File: src/rtl/vga_timing_ctrl.sv
// -----------------------------------------------------------------------------
// vga_timing_ctrl
//
// Purpose:
//   Timing sequencer for the VGA pixel path. It divides Clk down to a pixel
//   strobe and runs the horizontal/vertical position counters. It also drives
//   the registered sync pulses and publishes the active-region margins for the
//   current video mode. Mode changes requested while running are held off until
//   the frame wraps, so a frame is never split between two modes.
//
//   Optional feature macro: VGA_FRAME_CNT_EN
//     defined   -> adds output Frame_cnt[7:0], a wrapping count of Frame_start
//     undefined -> no Frame_cnt port or register
//
// Ports:
//   Clk, Rst_n          clock, asynchronous active-low reset
//   Enable              1 = run timing, 0 = idle (blanked, counters at 0)
//   Mode_req, Mode_sel  1-cycle mode change request and the requested mode
//   Mode_ack            1-cycle pulse when the requested mode takes effect
//   Busy                a mode change is pending; further requests ignored
//   Mode_cur            mode currently in effect (0 = 640x480, 1 = 800x600)
//   Pix_en              pixel strobe, one Clk wide
//   Count_h, Count_v    position; 0 = first column/line of the sync pulse
//   H/V_*_margin        first/last active column and line of Mode_cur
//   Hsync, Vsync        sync outputs, polarity depends on the mode
//   Frame_start         pulse on the Pix_en where the counters wrap to (0,0)
// -----------------------------------------------------------------------------
module vga_timing_ctrl #(
    parameter int CNT_WIDTH = 11,
    parameter int PIX_DIV0  = 4,
    parameter int PIX_DIV1  = 2
) (
    input  logic                 Clk,
    input  logic                 Rst_n,
    input  logic                 Enable,
    input  logic                 Mode_req,
    input  logic                 Mode_sel,
    output logic                 Mode_ack,
    output logic                 Busy,
    output logic                 Mode_cur,
    output logic                 Pix_en,
    output logic [CNT_WIDTH-1:0] Count_h,
    output logic [CNT_WIDTH-1:0] Count_v,
    output logic [CNT_WIDTH-1:0] H_left_margin,
    output logic [CNT_WIDTH-1:0] H_right_margin,
    output logic [CNT_WIDTH-1:0] V_left_margin,
    output logic [CNT_WIDTH-1:0] V_right_margin,
    output logic                 Hsync,
    output logic                 Vsync,
    output logic                 Frame_start
`ifdef VGA_FRAME_CNT_EN
    ,
    output logic [7:0]           Frame_cnt
`endif
);

    localparam int DIV_W = 8;

    typedef logic [CNT_WIDTH-1:0] cnt_t;
    typedef logic [DIV_W-1:0]     div_t;
    typedef enum logic [1:0] {IDLE, RUN, PEND} state_t;

    // Mode table: index 0 = 640x480@60, index 1 = 800x600@72.
    function automatic cnt_t h_tot(input logic m);
        return m ? cnt_t'(1040) : cnt_t'(800);
    endfunction
    function automatic cnt_t h_sw(input logic m);
        return m ? cnt_t'(120) : cnt_t'(96);
    endfunction
    function automatic cnt_t h_left(input logic m);
        return m ? cnt_t'(184) : cnt_t'(144);
    endfunction
    function automatic cnt_t h_right(input logic m);
        return m ? cnt_t'(983) : cnt_t'(783);
    endfunction
    function automatic cnt_t v_tot(input logic m);
        return m ? cnt_t'(666) : cnt_t'(525);
    endfunction
    function automatic cnt_t v_sw(input logic m);
        return m ? cnt_t'(6) : cnt_t'(2);
    endfunction
    function automatic cnt_t v_left(input logic m);
        return m ? cnt_t'(29) : cnt_t'(35);
    endfunction
    function automatic cnt_t v_right(input logic m);
        return m ? cnt_t'(628) : cnt_t'(514);
    endfunction
    function automatic div_t div_last(input logic m);
        return m ? div_t'(PIX_DIV1 - 1) : div_t'(PIX_DIV0 - 1);
    endfunction

    state_t state_reg, state_next;
    logic   mode_cur_reg, mode_next;
    logic   pend_sel_reg, pend_sel_next;
    div_t   div_reg, div_next;
    cnt_t   count_h_reg, count_h_next;
    cnt_t   count_v_reg, count_v_next;
    logic   pix_en_reg, pix_en_next;
    logic   hsync_reg, hsync_next;
    logic   vsync_reg, vsync_next;
    logic   frame_start_reg, frame_start_next;
    logic   mode_ack_reg, mode_ack_next;
    logic   busy_reg, busy_next;
    cnt_t   h_left_reg, h_right_reg, v_left_reg, v_right_reg;

    logic   tick, last_h, last_v, wrap;

    always_comb begin
        state_next       = state_reg;
        mode_next        = mode_cur_reg;
        pend_sel_next    = pend_sel_reg;
        mode_ack_next    = 1'b0;
        div_next         = '0;
        count_h_next     = '0;
        count_v_next     = '0;
        pix_en_next      = 1'b0;
        frame_start_next = 1'b0;

        tick   = (state_reg != IDLE) && (div_reg == '0);
        last_h = (count_h_reg == h_tot(mode_cur_reg) - cnt_t'(1));
        last_v = (count_v_reg == v_tot(mode_cur_reg) - cnt_t'(1));
        wrap   = tick && last_h && last_v;

        case (state_reg)
            IDLE: begin
                // Nothing is on screen, so a new mode can load immediately.
                if (Mode_req) begin
                    mode_next     = Mode_sel;
                    mode_ack_next = 1'b1;
                end
                if (Enable) state_next = RUN;
            end
            RUN: begin
                if (Mode_req) begin
                    pend_sel_next = Mode_sel;
                    state_next    = PEND;
                end
            end
            PEND: begin
                if (wrap) begin
                    mode_next     = pend_sel_reg;
                    mode_ack_next = 1'b1;
                    state_next    = RUN;
                end
            end
            default: state_next = IDLE;
        endcase

        // Disable wins from any state; a pending mode is applied on the way out.
        if (!Enable) begin
            state_next = IDLE;
            if (state_reg == PEND) begin
                mode_next     = pend_sel_reg;
                mode_ack_next = 1'b1;
            end
        end

        // Counters and divider only move while staying in RUN/PEND; entering
        // or leaving IDLE leaves them at their cleared defaults.
        if (state_next != IDLE && state_reg != IDLE) begin
            pix_en_next = tick;
            div_next    = (div_reg == div_last(mode_cur_reg)) ? '0 : div_reg + div_t'(1);
            count_h_next = count_h_reg;
            count_v_next = count_v_reg;
            if (tick) begin
                count_h_next = last_h ? '0 : count_h_reg + cnt_t'(1);
                if (last_h) count_v_next = last_v ? '0 : count_v_reg + cnt_t'(1);
            end
            frame_start_next = wrap;
        end

        // Syncs follow the next counter values so they line up with Count_*;
        // the mode value doubles as the active level (mode 1 is active-high).
        if (state_next == IDLE) begin
            hsync_next = ~mode_next;
            vsync_next = ~mode_next;
        end else begin
            hsync_next = (count_h_next < h_sw(mode_next)) ? mode_next : ~mode_next;
            vsync_next = (count_v_next < v_sw(mode_next)) ? mode_next : ~mode_next;
        end

        busy_next = (state_next == PEND);
    end

    always_ff @(posedge Clk or negedge Rst_n) begin
        if (!Rst_n) begin
            state_reg       <= IDLE;
            mode_cur_reg    <= 1'b0;
            pend_sel_reg    <= 1'b0;
            div_reg         <= '0;
            count_h_reg     <= '0;
            count_v_reg     <= '0;
            pix_en_reg      <= 1'b0;
            hsync_reg       <= 1'b1;
            vsync_reg       <= 1'b1;
            frame_start_reg <= 1'b0;
            mode_ack_reg    <= 1'b0;
            busy_reg        <= 1'b0;
            h_left_reg      <= h_left(1'b0);
            h_right_reg     <= h_right(1'b0);
            v_left_reg      <= v_left(1'b0);
            v_right_reg     <= v_right(1'b0);
        end else begin
            state_reg       <= state_next;
            mode_cur_reg    <= mode_next;
            pend_sel_reg    <= pend_sel_next;
            div_reg         <= div_next;
            count_h_reg     <= count_h_next;
            count_v_reg     <= count_v_next;
            pix_en_reg      <= pix_en_next;
            hsync_reg       <= hsync_next;
            vsync_reg       <= vsync_next;
            frame_start_reg <= frame_start_next;
            mode_ack_reg    <= mode_ack_next;
            busy_reg        <= busy_next;
            // Mode only changes at a frame wrap or in IDLE, so margins are stable mid-frame.
            h_left_reg      <= h_left(mode_next);
            h_right_reg     <= h_right(mode_next);
            v_left_reg      <= v_left(mode_next);
            v_right_reg     <= v_right(mode_next);
        end
    end

`ifdef VGA_FRAME_CNT_EN
    logic [7:0] frame_cnt_reg;

    always_ff @(posedge Clk or negedge Rst_n) begin
        if (!Rst_n) begin
            frame_cnt_reg <= '0;
        end else if (frame_start_next) begin
            frame_cnt_reg <= frame_cnt_reg + 8'd1;
        end
    end

    assign Frame_cnt = frame_cnt_reg;
`endif

    assign Mode_ack       = mode_ack_reg;
    assign Busy           = busy_reg;
    assign Mode_cur       = mode_cur_reg;
    assign Pix_en         = pix_en_reg;
    assign Count_h        = count_h_reg;
    assign Count_v        = count_v_reg;
    assign H_left_margin  = h_left_reg;
    assign H_right_margin = h_right_reg;
    assign V_left_margin  = v_left_reg;
    assign V_right_margin = v_right_reg;
    assign Hsync          = hsync_reg;
    assign Vsync          = vsync_reg;
    assign Frame_start    = frame_start_reg;

endmodule

File: config.mk
export PLATFORM = sky130hd
export DESIGN_NAME = vga_timing_ctrl
export DESIGN_NICKNAME = d
export VERILOG_FILES = /design/src/rtl/vga_timing_ctrl.sv
export SDC_FILE = /design/constraint.sdc
export NUM_CORES = 1
export LEC_CHECK = 0
export CORE_ASPECT_RATIO = 0.9
export CORE_MARGIN = 3
export CORE_UTILIZATION = 52
export CTS_CLUSTER_DIAMETER = 40
export DETAILED_ROUTE_END_ITERATION = 7
export MAX_ROUTING_LAYER = met4
export PLACE_DENSITY = 0.86
export SLEW_MARGIN = 20
export SYNTH_ARGS = -nofsm -noshare
export SYNTH_HDL_FRONTEND = slang
export SYNTH_SLANG_ARGS = --single-unit
File: constraint.sdc
create_clock -name Clk -period 8.1 [get_ports Clk]
set_clock_uncertainty 0.1 [all_clocks]
set_input_delay 1.62 -clock Clk [delete_from_list [all_inputs] [get_ports Clk]]
set_output_delay 1.62 -clock Clk [all_outputs]
set_load 0.05 [all_outputs]
# Word level (Yosys, flattened, before mapping)
# Index checks and enable logic that the tools add are counted.
dict set report totals {
  register_bits 73
  inputBits 5
  out_inout_bits 73
}
dict set report op_classes {
  addsub 5
  magnitude_cmp 2
  n_eq_ne 6
  muxes 38
  n_bitwise 1
  reduce_logical 10
}
# cell n
set ops {}
lappend ops {{11-bit two-way mux} 8}
lappend ops {{8-bit two-way mux} 4}
lappend ops {{11-bit by 1-bit adder with 11-bit output, second input constant} 2}
lappend ops {{11-bit equality test} 2}
lappend ops {{1-bit two-way mux} 14}
lappend ops {{6-bit two-way mux} 2}
lappend ops {{11-bit by 3-bit less-than comparator with 1-bit output} 1}
lappend ops {{11-bit by 7-bit less-than comparator with 1-bit output} 1}
lappend ops {{10-bit by 1-bit subtractor with 11-bit output, second input constant} 1}
lappend ops {{11-bit by 1-bit subtractor with 11-bit output, second input constant} 1}
lappend ops {{8-bit by 1-bit adder with 8-bit output, second input constant} 1}
lappend ops {{8-bit by 2-bit equality test with 1-bit output} 1}
lappend ops {{8-bit logical NOT} 1}
lappend ops {{2-bit two-way mux} 4}
lappend ops {{7-bit two-way mux} 1}
lappend ops {{2-bit one-hot mux with 3 select lines} 1}
lappend ops {{5-bit two-way mux} 1}
lappend ops {{2-bit equality test, second input constant} 2}
lappend ops {{1-bit logical AND} 4}
lappend ops {{2-bit logical NOT} 2}
lappend ops {{1-bit one-hot mux with 2 select lines} 2}
lappend ops {{2-bit nonzero test} 2}
lappend ops {{3-bit two-way mux} 1}
lappend ops {{2-bit by 1-bit equality test with 1-bit output, second input constant} 1}
lappend ops {{other kinds (2)} 2}

# Longest topological paths before layout
dict set report depth {
  ltp_word 14
  depth_mapped 16
  mapped_depth_nobuf 16
}

# Least setup slack after synthesis
# Ideal clock, no wire load.
dict set report synth_path {
  path_type {register -> register}
  start {register, netlist name V_right_margin[5]}
  end {register vsync_reg, in the netlist Vsync}
  setup_time_ps 75
  arrival_time_ps 3519
  required_time_ps 7925
  slack_ps 4406
  stages_incl_launch_ff 14
  n_path_buf 1
  period_less_slack_ps 3694
  cell_sequence {dfrtp_1 > nor4b_2 > mux2i_2 > or3_4 > buf_6 > or4b_1 > a21oi_1 > ha_1 > nand2_1 > o32ai_1 > a21oi_1 > nand4b_1 > nor4_2 > xnor2_1}
}
# item line_no
set synth_lines {}
lappend synth_lines {{end signal: assignment} 212} ;# vsync_reg <= vsync_next;
lappend synth_lines {{end: declaration} 100} ;# logic vsync_reg, vsync_next;

# Worst setup path in the final report
dict set report layout_path {
  start {input Enable}
  end {register hsync_reg, in the netlist Hsync}
}
dict set report layout_between {
  elab_chain_cells 7
  word_cells_on_any_way 11
  classes_between {order compare (1); mux (6); bitwise (1); reduce/logical (3)}
}
# item line_no
set layout_rtl {}
lappend layout_rtl {{start: declaration} 35} ;# input logic Enable,
lappend layout_rtl {{2-bit two-way mux} 150} ;# if (!Enable) begin
lappend layout_rtl {{2-bit nonzero test} 160} ;# if (state_next != IDLE && state_reg != IDLE) begin
lappend layout_rtl {{1-bit logical AND} 160}
lappend layout_rtl {{11-bit two-way mux} 160}
lappend layout_rtl {{via count_h_next[4]} 96} ;# cnt_t count_h_reg, count_h_next;
lappend layout_rtl {{11-bit by 7-bit less-than comparator with 1-bit output} 178} ;# hsync_next = (count_h_next < h_sw(mode_next)) ? mode_next : ~mode_next;
lappend layout_rtl {{1-bit two-way mux} 178}
lappend layout_rtl {{1-bit two-way mux} 174} ;# if (state_next == IDLE) begin
lappend layout_rtl {{via hsync_next} 99} ;# logic hsync_reg, hsync_next;
lappend layout_rtl {{end signal: assignment} 211} ;# hsync_reg <= hsync_next;
lappend layout_rtl {{end: declaration} 99}
# The timed path passes the listed nets, and every way through them passes these cells.
# A chain may end at the register's enable or synchronous reset.

==> summary.md <==
| Metric | Value |
|---|---|
| Status | finished clean |
| GP Congestion | 0.910 |
| Core area | 4980 sq um |
| Commonest non-fill, non-tap cell in the layout | clkdlybuf4s50_1 |
| Final HPWL DP | 4.45 mm |
| Std-Cell Rows | 24 |
| Diodes inserted | 0 |
| Post-CTS Resized | 0 |
| CP max FO | 10 |
| Vias per inst | 5.60 |
| Number of cells after detailed placement | 398 |
| Fmax | 225 MHz |
| Setup tns final | 0 ns |
| Number of synthesized flops with an enable pin | 0 |
| Vias | 2274 |
| Library cells used by synthesis | 59 |
| Clock buffer depth | 2 |
| Most frequent CP cell | nor2_1 |
| Sequential Area | 1030 sq um |
| CTS tree | built |
| First-pass GRT wire length | 10.4 mm |
| Area of the multi-input gates | 1460 sq um |
| Worst hold path class | flip-flop to flip-flop |
| Critical Path RT | 8.23 ns |
| CP Launch Type | input port |
| Crit path time final | 4.44 ns |
| I/O pin count | 78 |
| Starting DRT DRC Count | 188 |
| Final hold violations | 0 |
| Vias in the first global route | 2148 |
| Leak Pwr | 1.27 nW |
| Total GRT Usage | 21.4% |
| FFs w/ async S/R, synth | 100% |
| Inserted Clock Buffers | 5 |
| Mapped Cells | 308 |
| Worst path slowest cell | nor2b_1 |
| Seq cells post-synth | 41 |
| Final nets | 351 |
| Worst slew pin tran | 0.934 ns |
| First-pass DRT Iterations | 4 |
| Max Slew Vio Count | 0 |
| IO Port Bufs | 49 |
| Tcrit/Tclk final | 54.8% |
| Worst skew pair latency | 0.30 ns |
| Syn Area/Cell | 8.98 sq um |
| Worst path max stage delay | 0.61 ns |
| Wire per inst | 15.4 um |
| Starting Density | 55.5% |
| Filler cells | 441 |
| Crit end category | flip-flop |
| Commonest cells after routing, fill and taps aside | clkdlybuf4s50_1 (48), dfrtp_1 (38), nor2_1 (34) |
| Die width | 82.9 um |
| Die Y | 75.2 um |
| CP cell instances | clkdlybuf4s50_1 > a21boi_0 > nor2b_1 > nand2_2 > nor2_1 > ha_1 > nor2_1 > nor2_1 > a21o_1 > mux2_2 |
| DRC | 0 |
| Area Overhead vs Synth | 14.5% |
| Hold-fix buffers, CTS | 0 |
| Aggregate global routing overflow | 0 |
| Post-synthesis sequential area ratio | 37.2% |
| Antenna Nets Post-Route | 0 |
| Main synth FF type | dfrtp_1 |
| Clk slew on worst S/H paths | 0.08 ns |
| # setup viols final | 0 |
| Largest net degree at the start of global routing | 42 |
| Synthesized area | 2770 sq um |
| Root Buffer | clkbuf_8 |
| CTS sink count | 41 |
| Max IR drop VDD | 0.103 mV |
| Die area | 6230 sq um |
| Reported max-cap violation count | 0 |
| Synth warn | 0 |
| Setup Buffers After CTS | 0 |
| Setup CP Type | input port to flip-flop |
| Final Non-Filler Cells | 406 |
| Power Density | 172 nW/um^2 |
| WL final | 6.25 mm |
| CP arrival | 4.57 ns |
| Share of cells above drive strength 1 | 8.80% |
| Htree depth | 2 |
| Antenna violations before repair | 0 |
| RSZ-0062 raised after global routing | no |
| Rel. slew slack | 37.7% |
## logic make-up (layout without fill, tap and decap cells)
kind of cell / count (synthesis) / in the layout / synth area share (%)
simple gates: 132 / 132 / 27.0
mux: 5 / 5 / 2.22
flops: 41 / 41 / 37.2
buf+inv: 55 / 62 / 13.6
other cells: 2 / 28 / 0.272
compound gates: 49 / 49 / 11.3
xor+xnor: 18 / 18 / 5.70
fa+ha+maj: 6 / 6 / 2.71
## per-layer routing
| metal | up-vias | GRT usage, % | share of wire (%) |
|---|---|---|---|
| met2 | 91 | 35.0 | 48 |
| met3 | 9 | 4.38 | 6.0 |
| li1 | 1080 | - | - |
| met4 | 0 | 7.26 | 1.6 |
| met5 | - | - | 0 |
| met1 | 1094 | 27.0 | 44 |
## report_power, final
part | internal (mW) | leakage (nW) | switching, mW
combinational | 0.0459 | 0.673 | 0.131
clock | 0.0692 | 0.0445 | 0.0726
sequential | 0.214 | 0.551 | 0.0129
total | 0.330 | 1.27 | 0.216
## per-stage QoR
step	power (mW)	hold WS, ns	instance area [sq um]	setup WS, ns	utilization, %
2_1_floorplan	0.385	0.380	2860	4.41	-
3_3_place_gp	0.405	0.393	3070	3.53	61.6
3_5_place_dp	0.408	0.399	3070	3.37	61.6
4_1_cts	0.548	0.419	3170	3.69	63.5
5_1_grt	0.569	0.437	3170	3.44	63.5
6_report	0.546	0.415	3170	3.66	63.5
## synthesized netlist by cell type (3+ instances only)
library cell | instances | area [sq um]
a21o_1 | 3 | 22.5
a21oi_1 | 12 | 60.1
a31oi_1 | 5 | 31.3
and2_1 | 3 | 18.8
and3_1 | 7 | 43.8
buf_4 | 43 | 323
clkbuf_1 | 5 | 18.8
dfrtp_1 | 38 | 951
dfstp_2 | 3 | 78.8
ha_1 | 6 | 75.1
inv_1 | 5 | 18.8
nand2_1 | 22 | 82.6
nand2b_1 | 4 | 25.0
nand3_1 | 20 | 100
nand4_1 | 4 | 25.0
nor2_1 | 34 | 128
nor3_1 | 5 | 25.0
o21a_1 | 3 | 22.5
o21ai_0 | 10 | 50.1
o21ai_1 | 3 | 15.0
or2_2 | 3 | 18.8
or3_1 | 5 | 31.3
xnor2_1 | 7 | 61.3
xor2_1 | 11 | 96.3
## critical path, delay by kind of cell
kind | cells | cell delay (ns)
AOI/OAI and AO/OA | 2 | 0.54
adders and majority gates | 1 | 0.26
buffers and inverters | 1 | 0.60
and+or+nand+nor | 5 | 1.27
muxes | 1 | 0.26
## path summary, 6_finish.rpt
check	startpoint	end	slack, ns	cells past startpoint
max	Enable	Hsync	3.66	10
min	pend_sel_reg	pend_sel_reg	0.41	1
max reg2reg	V_right_margin[5]	Vsync	4.27	15
min reg2reg	pend_sel_reg	pend_sel_reg	0.41	1
max in group asynchronous	Rst_n	Count_v[7]	5.96	1
min in group asynchronous	Rst_n	Count_v[10]	1.36	1
## cell type report
class / count / area share, %
Timing Repair Buffer: 49 / 15.3
Tap cell: 65 / 2.57
Sequential cell: 41 / 32.5
Inverter: 5 / 0.593
Clock inverter: 1 / 0.237
Multi-Input combinational cell: 238 / 46.0
Clock buffer: 7 / 2.73
No activity file was read; power rests on OpenSTA's default activity.
